==> src/rtl/qpsk_pkg.sv <==
// Shared definitions for the QPSK receive deframer: FSM state encoding,
// default frame header and checksum width, plus a saturating increment.
package qpsk_pkg;

   typedef enum logic [1:0] {
      HUNT     = 2'd0,
      PAYLOAD  = 2'd1,
      CHKSUM   = 2'd2,
      HDR_SLOT = 2'd3
   } state_t;

   localparam logic [7:0] HEADER_DEFAULT = 8'hCC;
   localparam int         CHK_W          = 8;

   // Increment that sticks at all-ones instead of wrapping.
   function automatic logic [7:0] sat_inc8(input logic [7:0] v);
      return (v == 8'hFF) ? v : v + 8'd1;
   endfunction

endpackage

==> src/rtl/qpsk_hdr_window.sv <==
// Dual-alignment header comparator. A dibit may complete the header either
// on its I bit (odd alignment) or on its Q bit (even alignment); both windows
// are checked against the same header pattern in parallel.
module qpsk_hdr_window #(
   parameter logic [7:0] HEADER = 8'hCC
) (
   // Only the seven most recent history bits can reach either window.
   input  logic [6:0] sr,
   input  logic       sym_i,
   input  logic       sym_q,
   output logic       odd_match,
   output logic       even_match
);

   assign odd_match  = ({sr[6:0], sym_i} == HEADER);
   assign even_match = ({sr[5:0], sym_i, sym_q} == HEADER);

endmodule

==> src/rtl/qpsk_deframer.sv <==
// Receive-side frame synchroniser. Consumes I/Q dibits, hunts for the frame
// header at either bit alignment, extracts the payload, verifies the byte
// checksum and keeps lock with a flywheel across corrupted header slots.
// Each dibit is processed as two sequential bit steps so byte and frame
// boundaries falling between I and Q are handled exactly.
module qpsk_deframer
   import qpsk_pkg::*;
#(
   parameter logic [7:0] HEADER        = HEADER_DEFAULT,
   parameter int         PAYLOAD_BYTES = 3,
   parameter int         MISS_MAX      = 3
) (
   input  logic                       clk,
   input  logic                       rst,
   input  logic                       sym_valid,
   input  logic                       sym_i,
   input  logic                       sym_q,
   output logic [PAYLOAD_BYTES*8-1:0] data_out,
   output logic                       data_valid,
   output logic                       locked,
   output logic [7:0]                 err_cnt
);

   localparam int PAY_BITS = PAYLOAD_BYTES * 8;
   localparam int CNT_W    = $clog2(PAY_BITS + 1);

   localparam logic [CNT_W-1:0] PAY_LAST  = CNT_W'(PAY_BITS);
   localparam logic [CNT_W-1:0] BYTE_LAST = CNT_W'(8);
   localparam logic [3:0]       MISS_LIM  = 4'(MISS_MAX);

   state_t               state_reg, state_next;
   logic [CNT_W-1:0]     cnt_reg,   cnt_next;
   logic [7:0]           sr_reg,    sr_next;
   logic [PAY_BITS-1:0]  pay_reg,   pay_next;
   logic [CHK_W-1:0]     sum_reg,   sum_next;
   logic [3:0]           miss_reg,  miss_next;
   logic                 lock_reg,  lock_next;
   logic [7:0]           err_reg,   err_next;
   logic [PAY_BITS-1:0]  dout_reg,  dout_next;
   logic                 dv_reg,    dv_next;

   logic                 odd_match, even_match;
   logic                 bit_v, hit_v;

   qpsk_hdr_window #(
      .HEADER(HEADER)
   ) u_hdr_window (
      .sr         (sr_reg[6:0]),
      .sym_i      (sym_i),
      .sym_q      (sym_q),
      .odd_match  (odd_match),
      .even_match (even_match)
   );

   // Next-state logic: walk the I bit then the Q bit through the frame FSM.
   always_comb begin
      state_next = state_reg;
      cnt_next   = cnt_reg;
      sr_next    = sr_reg;
      pay_next   = pay_reg;
      sum_next   = sum_reg;
      miss_next  = miss_reg;
      lock_next  = lock_reg;
      err_next   = err_reg;
      dout_next  = dout_reg;
      dv_next    = 1'b0;
      bit_v      = 1'b0;
      hit_v      = 1'b0;

      if (sym_valid) begin
         for (int b = 0; b < 2; b++) begin
            bit_v = (b == 0) ? sym_i : sym_q;
            unique case (state_next)
               HUNT: begin
                  // The window flags assume HUNT held for the whole dibit; if
                  // HUNT was entered on the I bit the history was just cleared,
                  // so the Q-bit window is formed from the live history.
                  if (b == 0)
                     hit_v = odd_match;
                  else if (state_reg == HUNT)
                     hit_v = even_match;
                  else
                     hit_v = ({sr_next[6:0], bit_v} == HEADER);
                  sr_next = {sr_next[6:0], bit_v};
                  if (hit_v) begin
                     state_next = PAYLOAD;
                     cnt_next   = '0;
                     sum_next   = '0;
                  end
               end
               PAYLOAD: begin
                  pay_next = {pay_next[PAY_BITS-2:0], bit_v};
                  sr_next  = {sr_next[6:0], bit_v};
                  cnt_next = cnt_next + 1'b1;
                  // Fold each byte into the checksum as soon as it completes.
                  if (cnt_next[2:0] == 3'd0)
                     sum_next = sum_next + sr_next;
                  if (cnt_next == PAY_LAST) begin
                     state_next = CHKSUM;
                     cnt_next   = '0;
                  end
               end
               CHKSUM: begin
                  sr_next  = {sr_next[6:0], bit_v};
                  cnt_next = cnt_next + 1'b1;
                  if (cnt_next == BYTE_LAST) begin
                     cnt_next = '0;
                     if (sr_next == sum_next) begin
                        dout_next  = pay_next;
                        dv_next    = 1'b1;
                        lock_next  = 1'b1;
                        miss_next  = '0;
                        state_next = HDR_SLOT;
                     end else begin
                        err_next = sat_inc8(err_next);
                        if (lock_next) begin
                           state_next = HDR_SLOT;
                        end else begin
                           state_next = HUNT;
                           sr_next    = '0;
                        end
                     end
                  end
               end
               HDR_SLOT: begin
                  sr_next  = {sr_next[6:0], bit_v};
                  cnt_next = cnt_next + 1'b1;
                  if (cnt_next == BYTE_LAST) begin
                     cnt_next = '0;
                     sum_next = '0;
                     if (sr_next == HEADER) begin
                        miss_next  = '0;
                        state_next = PAYLOAD;
                     end else begin
                        err_next  = sat_inc8(err_next);
                        miss_next = miss_next + 4'd1;
                        if (miss_next >= MISS_LIM) begin
                           lock_next  = 1'b0;
                           miss_next  = '0;
                           sr_next    = '0;
                           state_next = HUNT;
                        end else begin
                           // Flywheel: trust the expected alignment.
                           state_next = PAYLOAD;
                        end
                     end
                  end
               end
               default: begin
                  state_next = HUNT;
               end
            endcase
         end
      end
   end

   // State and output registers.
   always_ff @(posedge clk or posedge rst) begin
      if (rst) begin
         state_reg <= HUNT;
         cnt_reg   <= '0;
         sr_reg    <= '0;
         pay_reg   <= '0;
         sum_reg   <= '0;
         miss_reg  <= '0;
         lock_reg  <= 1'b0;
         err_reg   <= '0;
         dout_reg  <= '0;
         dv_reg    <= 1'b0;
      end else begin
         state_reg <= state_next;
         cnt_reg   <= cnt_next;
         sr_reg    <= sr_next;
         pay_reg   <= pay_next;
         sum_reg   <= sum_next;
         miss_reg  <= miss_next;
         lock_reg  <= lock_next;
         err_reg   <= err_next;
         dout_reg  <= dout_next;
         dv_reg    <= dv_next;
      end
   end

   assign data_out   = dout_reg;
   assign data_valid = dv_reg;
   assign locked     = lock_reg;
   assign err_cnt    = err_reg;

endmodule

==> config.mk <==
export PLATFORM = sky130hd
export DESIGN_NAME = qpsk_deframer
export DESIGN_NICKNAME = d
export VERILOG_FILES = /design/src/rtl/qpsk_pkg.sv /design/src/rtl/qpsk_hdr_window.sv /design/src/rtl/qpsk_deframer.sv
export SDC_FILE = /design/constraint.sdc
export NUM_CORES = 1
export LEC_CHECK = 0
export ABC_CLOCK_PERIOD_IN_PS = 4900
export CAP_MARGIN = 30
export CELL_PAD_IN_SITES_DETAIL_PLACEMENT = 0
export CELL_PAD_IN_SITES_GLOBAL_PLACEMENT = 2
export CORE_UTILIZATION = 38
export DETAILED_ROUTE_END_ITERATION = 10
export GPL_TIMING_DRIVEN = 0
export PLACE_DENSITY_LB_ADDON = 0.15
export SYNTH_ARGS = -nofsm -noshare
export SYNTH_HDL_FRONTEND = slang
export SYNTH_HIERARCHICAL = 1
export SYNTH_SLANG_ARGS = --single-unit
==> constraint.sdc <==
create_clock -name clk -period 4.9 [get_ports clk]
set_input_delay 1.47 -clock clk [delete_from_list [all_inputs] [get_ports clk]]
set_output_delay 1.47 -clock clk [all_outputs]
set_load 0.005 [all_outputs]
# Yosys cells after proc, flatten, opt, wreduce, memory -nomap -nowiden
# Index checks and enable logic that the tools add are counted.
[op_classes] n_addsub=8 n_mul=0 div_mod_pow=0 magnitude_cmp=2 eq_ne=17 shift=0 n_mux=111 bitwise_logic=0 reduce_logical=8
[ops] operator="2-to-1 mux 24 bit" count=8
[ops] operator="2-to-1 mux 8 bit" count=18
[ops] operator="2-to-1 mux 7 bit" count=13
[ops] operator="one-hot mux 8 bit (3 select lines)" count=2
[ops] operator="2-to-1 mux 4 bit" count=11
[ops] operator="one-hot mux 7 bit (3 select lines)" count=2
[ops] operator="equality test 8 bit, second input constant" count=5
[ops] operator="2-to-1 mux 5 bit" count=7
[ops] operator="one-hot mux 8 bit (2 select lines)" count=2
[ops] operator="one-hot mux 5 bit (3 select lines)" count=2
[ops] operator="2-to-1 mux 1 bit" count=27
[ops] operator="2-to-1 mux 2 bit" count=13
[ops] operator="adder 8 x 1 -> 8 bit, second input constant" count=2
[ops] operator="adder 8 bit" count=2
[ops] operator="equality test 8 bit" count=2
[ops] operator="one-hot mux 2 bit (4 select lines)" count=2
[ops] operator="one-hot mux 4 bit (2 select lines)" count=2
[ops] operator="adder 5 x 1 -> 5 bit, second input constant" count=2
[ops] operator="equality test 5 x 4 -> 1 bit, second input constant" count=2
[ops] operator="equality test 5 bit, second input constant" count=2
[ops] operator="adder 4 x 1 -> 4 bit, second input constant" count=2
[ops] operator="equality test 2 bit, second input constant" count=4
[ops] operator=">= comparator 4 x 2 -> 1 bit, second input constant" count=2
[ops] operator="OR reduction 2 bit" count=4
[ops] operator="other kinds (4)" count=8
[word_totals] reg_bits=84 latchBits=0 ram_bits=0 romBits=0 inputBits=5 output_inout_bits=34 elab_cells=156 mem_count=0

# Depth between registers and ports, before layout
[depth] word_depth=13 mapped_depth=20

# Cells and area by module
# The synthesis kept the hierarchy.
[modules_own_cells] mod="qpsk_deframer" instances=1 cells_per_inst=709 area_per_inst_um2=6383.6 seq_area_each_um2=2102.0
[modules_own_cells] mod="qpsk_hdr_window" instances=1 cells_per_inst=5 area_per_inst_um2=31.3 seq_area_each_um2=0.0

# Least setup slack after synthesis
# No wires, ideal clock.
[synth_path] kind="input-to-reg" start="input port sym_i" end="register dout_reg[8] (netlist: data_out[8])" setup_time_ns=0.121 arrival_ns=4.811 required_time_ns=4.779 slack_ns=-0.032 path_stages=16 path_cell_list="nand4bb_1 nor4_1 nand2_1 a21oi_1 nor2_1 a22o_1 ha_1 or4_1 nor4_1 and4_4 buf_6 nor2b_1 buf_4 buf_6 a21oi_1 o22a_1"
[synth_via] elab_chain_len=10
[synth_rtl] item="start: declaration" line="qpsk_deframer.sv:16" source="input logic sym_i,"
[synth_rtl] item="equality test 8 bit *" line="qpsk_hdr_window.sv:15" source="assign odd_match = ({sr[6:0], sym_i} == HEADER);"
[synth_rtl] item="net odd_match" line="qpsk_deframer.sv:42" source="logic odd_match, even_match;"
[synth_rtl] item="2-to-1 mux 1 bit" line="qpsk_deframer.sv:73" source="unique case (state_next)"
[synth_rtl] item="2-to-1 mux 1 bit" line="qpsk_deframer.sv:70" source="if (sym_valid) begin"
[synth_rtl] item="2-to-1 mux 5 bit / 2-to-1 mux 8 bit (equally long branches)" line="qpsk_deframer.sv:85" source="if (hit_v) begin"
[synth_rtl] item="one-hot mux 5 bit (3 select lines) / one-hot mux 8 bit (3 select lines) (equally long branches)" line="qpsk_deframer.sv:73"
[synth_rtl] item="2-to-1 mux 5 bit / 2-to-1 mux 8 bit (equally long branches)" line="qpsk_deframer.sv:70"
[synth_rtl] item="adder 5 x 1 -> 5 bit / equality test 8 bit (equally long branches)" line="qpsk_deframer.sv:105, qpsk_deframer.sv:108"
[synth_rtl] item="equality test 5 x 4 -> 1 bit / 2-to-1 mux 24 bit (equally long branches)" line="qpsk_deframer.sv:106, qpsk_deframer.sv:108"
[synth_rtl] item="2-to-1 mux 24 bit" line="qpsk_deframer.sv:106" source="if (cnt_next == BYTE_LAST) begin"
[synth_rtl] item="2-to-1 mux 24 bit *" line="qpsk_deframer.sv:73"
[synth_rtl] item="end signal: assignment" line="qpsk_deframer.sv:179" source="dout_reg <= dout_next;"
[synth_rtl] item="end: declaration" line="qpsk_deframer.sv:39" source="logic [PAY_BITS-1:0] dout_reg, dout_next;"
# Mark *: on every way through the listed nets, which the timed path passes. The rest lies on a longest branch. The select of a mux whose other input is x is not followed.
# A chain may end at the register's enable or synchronous reset.

# Final worst setup path
[layout_path] start="input port sym_i" end="register dout_reg[22] (netlist: data_out[22])"
# The elaborated chain is that of the path after synthesis.

==> reports/results.tsv <==
metric	value	unit
rows	47	
gp_congestion	0.898	
synth_edf_count	0	
nets	822	
n_antenna_cell	0	
placed_area	7120	um^2
worst_slew_pin_slew	0.756	ns
core_area	16500	um^2
syn_nets	745	
critical_path_required	5.20	ns
ys_async_sr_fraction	100	%
drt-initial-drc-count	308	
synth_area_leaders	dfrtp_1 (33%), mux2i_1 (7.2%), nor2_1 (4.8%)	
floorplan.initialDensity	38.8	%
tritoncts	yes	
max_freq	208	MHz
max_cap_violations	0	
comb_power_share	60.6	%
final_design_area_no_fill	7950	um^2
p_int	2.46	mW
clock_latency	0.36	ns
hold_slack	0.511	ns
hold_violations	0	
rsz0062_at_grt	yes	
fin_setup_tns	0	ns
slew_headroom	49.6	%
setup-violations-final	0	
cts_sinks	84	
startpoint_type	input port	
h-tree-depth	3	
netSwitchingPower	2.13	mW
ys_ff_latch	84	
r2r_slack	0.35	ns
holdCritPathClass	flip-flop to flip-flop	
drc	2	
gr-total-overflow	0	
status	finished with violations	
maxSlewViolCount	0	
grtUsageTotal	23.0	%
ant_nets	0	
worstPathMaxFanout	5	
pwr-share-clk	15.3	%
p_sw_share	46.4	%
dp.final_hpwl	14300	um
antenna_found_initial	0	
power_density	579	nW/um^2
period_share	98.3	%
wire_per_inst	19.5	um
drive_gt1_share	18.2	%
vias	5818	
dieArea	17400	um^2
yosys.area.top_type	dfrtp_1	
crit_type	input port to flip-flop	
endpoint_kind	flip-flop	
cts.clk_slew.worst_paths	0.07	ns
synth_cell_types	85	
drtPass1Iterations	8	
die_x	132	um
pwr-share-seq	24.1	%
num_io_pins	39	
fin_skew	0.00979	ns
yosysSeqAreaShare	32.8	%
grt_max_degree	51	
netlist_area	6410	um^2
p_leak	3.38	nW
grt_first_pass_wirelength	31500	um
cts_buffers	9	
die_h	132	um
cts-root-buf	clkbuf_16	
clk_path_buf_depth	2	
worst_ep_arrival_time	5.12	ns
peakVddDrop	271	uV
port_buffers	38	
area_delta_synth_final	23.9	%
postSynthCellCount	714	
synth_top_area_share	32.8	%
grt_pass1_vias	5696	
routed_via_density	5.73	
violations	DRC	
synth_area_per_cell	8.98	um^2
ys.flop_type	dfrtp_1	
fin_crit	4.82	ns
routed_wl	19800	um
yosys_warnings	6	
fillers	1630	
[cells by family (layout without fill, tap and decap cells)]
kind of cell | count (synthesis) | after routing | share of synthesized area, %
multiplexers | 70 | 70 | 11.4
AO/OA/AOI/OAI | 197 | 197 | 22.5
flip-flops | 84 | 84 | 32.8
buffers and inverters | 58 | 140 | 4.25
adder cells (fa/ha/maj) | 26 | 26 | 5.31
AND/OR/NAND/NOR | 255 | 255 | 20.4
XOR/XNOR | 24 | 24 | 3.39
[cell usage after synthesis, types with 13 or more instances]
cell type and instances:
dfrtp_1 84, nor2_1 82, a21oi_1 50, nand2_1 47, mux2i_1 46, clkbuf_1 25
o21ai_0 25, ha_1 24, mux2_2 24, o22a_1 23, nand3_1 21, inv_1 15
nor3_1 14, and2_1 13, and3_1 13
[critical path: stages]
cell,delay (ns)
buf_12,0.11
nand4bb_4,0.20
nor4_4,0.28
buf_4,0.16
buf_4,0.12
nor2_1,0.05
and3_1,0.20
a21oi_2,0.14
o31ai_4,0.10
ha_2,0.21
and2_1,0.16
or3_1,0.38
a32o_2,0.26
o2bb2ai_4,0.16
and2b_2,0.22
buf_4,0.13
nand3_4,0.08
a21oi_4,0.25
buf_4,0.17
buf_4,0.13
o22a_1,0.13
[layout by cell type, fill, tap and decap left out, drive strengths merged, types with 8 or more instances in the layout]
cell           instances
dfrtp                 84
nor2                  83
a21oi                 52
nand2                 48
mux2i                 46
buf                   44
clkdlybuf4s50         37
clkbuf                35
o21ai                 28
mux2                  24
ha                    24
o22a                  23
nand3                 22
inv                   18
nor3                  15
and3                  13
and2                  13
xnor2                 12
xor2                  12
a31oi                 12
nor2b                 12
nor4                  10
a221o                  8
a211oi                 8
[final timing paths]
| path | start | to | cells past startpoint |
|---|---|---|---|
| min reg2reg | data_out[0] | data_out[0] | 1 |
| min in group asynchronous | rst | data_out[18] | 2 |
| max in group asynchronous | rst | err_cnt[5] | 3 |
| max reg2reg | cnt_reg[0] | data_out[22] | 15 |
| min | data_out[0] | data_out[0] | 1 |
| max | sym_i | data_out[22] | 21 |
[area by class of cell]
| type | count | area, um^2 | share of cell area [%] |
|---|---|---|---|
| clock inverter | 7 | 78.8 | 0.992 |
| tap | 220 | 275 | 3.46 |
| buffer | 39 | 223 | 2.80 |
| multi-input combinational | 572 | 4300 | 54.1 |
| clock buffer | 9 | 225 | 2.83 |
| inverter | 17 | 66.3 | 0.835 |
| sequential | 84 | 2100 | 26.5 |
| timing repair buffer | 68 | 679 | 8.55 |
[stage by stage]
step / worst slack [ns] / cells / power, mW / utilization (%)
after floorplan: 0.0298 / 714 / 3.07 / -
after global placement: -1.56 / 972 / 3.62 / 42.9
after detailed placement: -1.61 / 974 / 3.67 / 43.1
after CTS: 0.00276 / 1000 / 4.49 / 46.4
after global routing: -0.0495 / 1016 / 4.94 / 48.1
final: 0.0839 / 1016 / 4.60 / 48.1
[metal layers]
layer  global-route usage [%]  vias up  share of wire [%]
li1                         -     2790                  -
met1                     31.5     2904                 48
met2                     38.8      106                 48
met3                     2.08       18                2.7
met4                     6.27        0                1.7
met5                        0        -                  0
[timing repair]
item	CTS	global route
gates resized for setup	29	34
hold buffers	0	0
buffers inserted	10	14
endpoints found under the setup margin	66	43
pin swaps	9	18
gates cloned	1	3
[power by group through the flow]
stage                     Combinational (mW)  Sequential, mW  Clock, mW
after floorplan                         2.03            1.04          0
after global placement                  2.52            1.10          0
after detailed placement                2.56            1.11          0
after CTS                               2.67            1.10      0.717
after global routing                    3.07            1.13      0.733
final                                   2.79            1.11      0.704
Note: power is estimated with default switching activity, not from simulation.
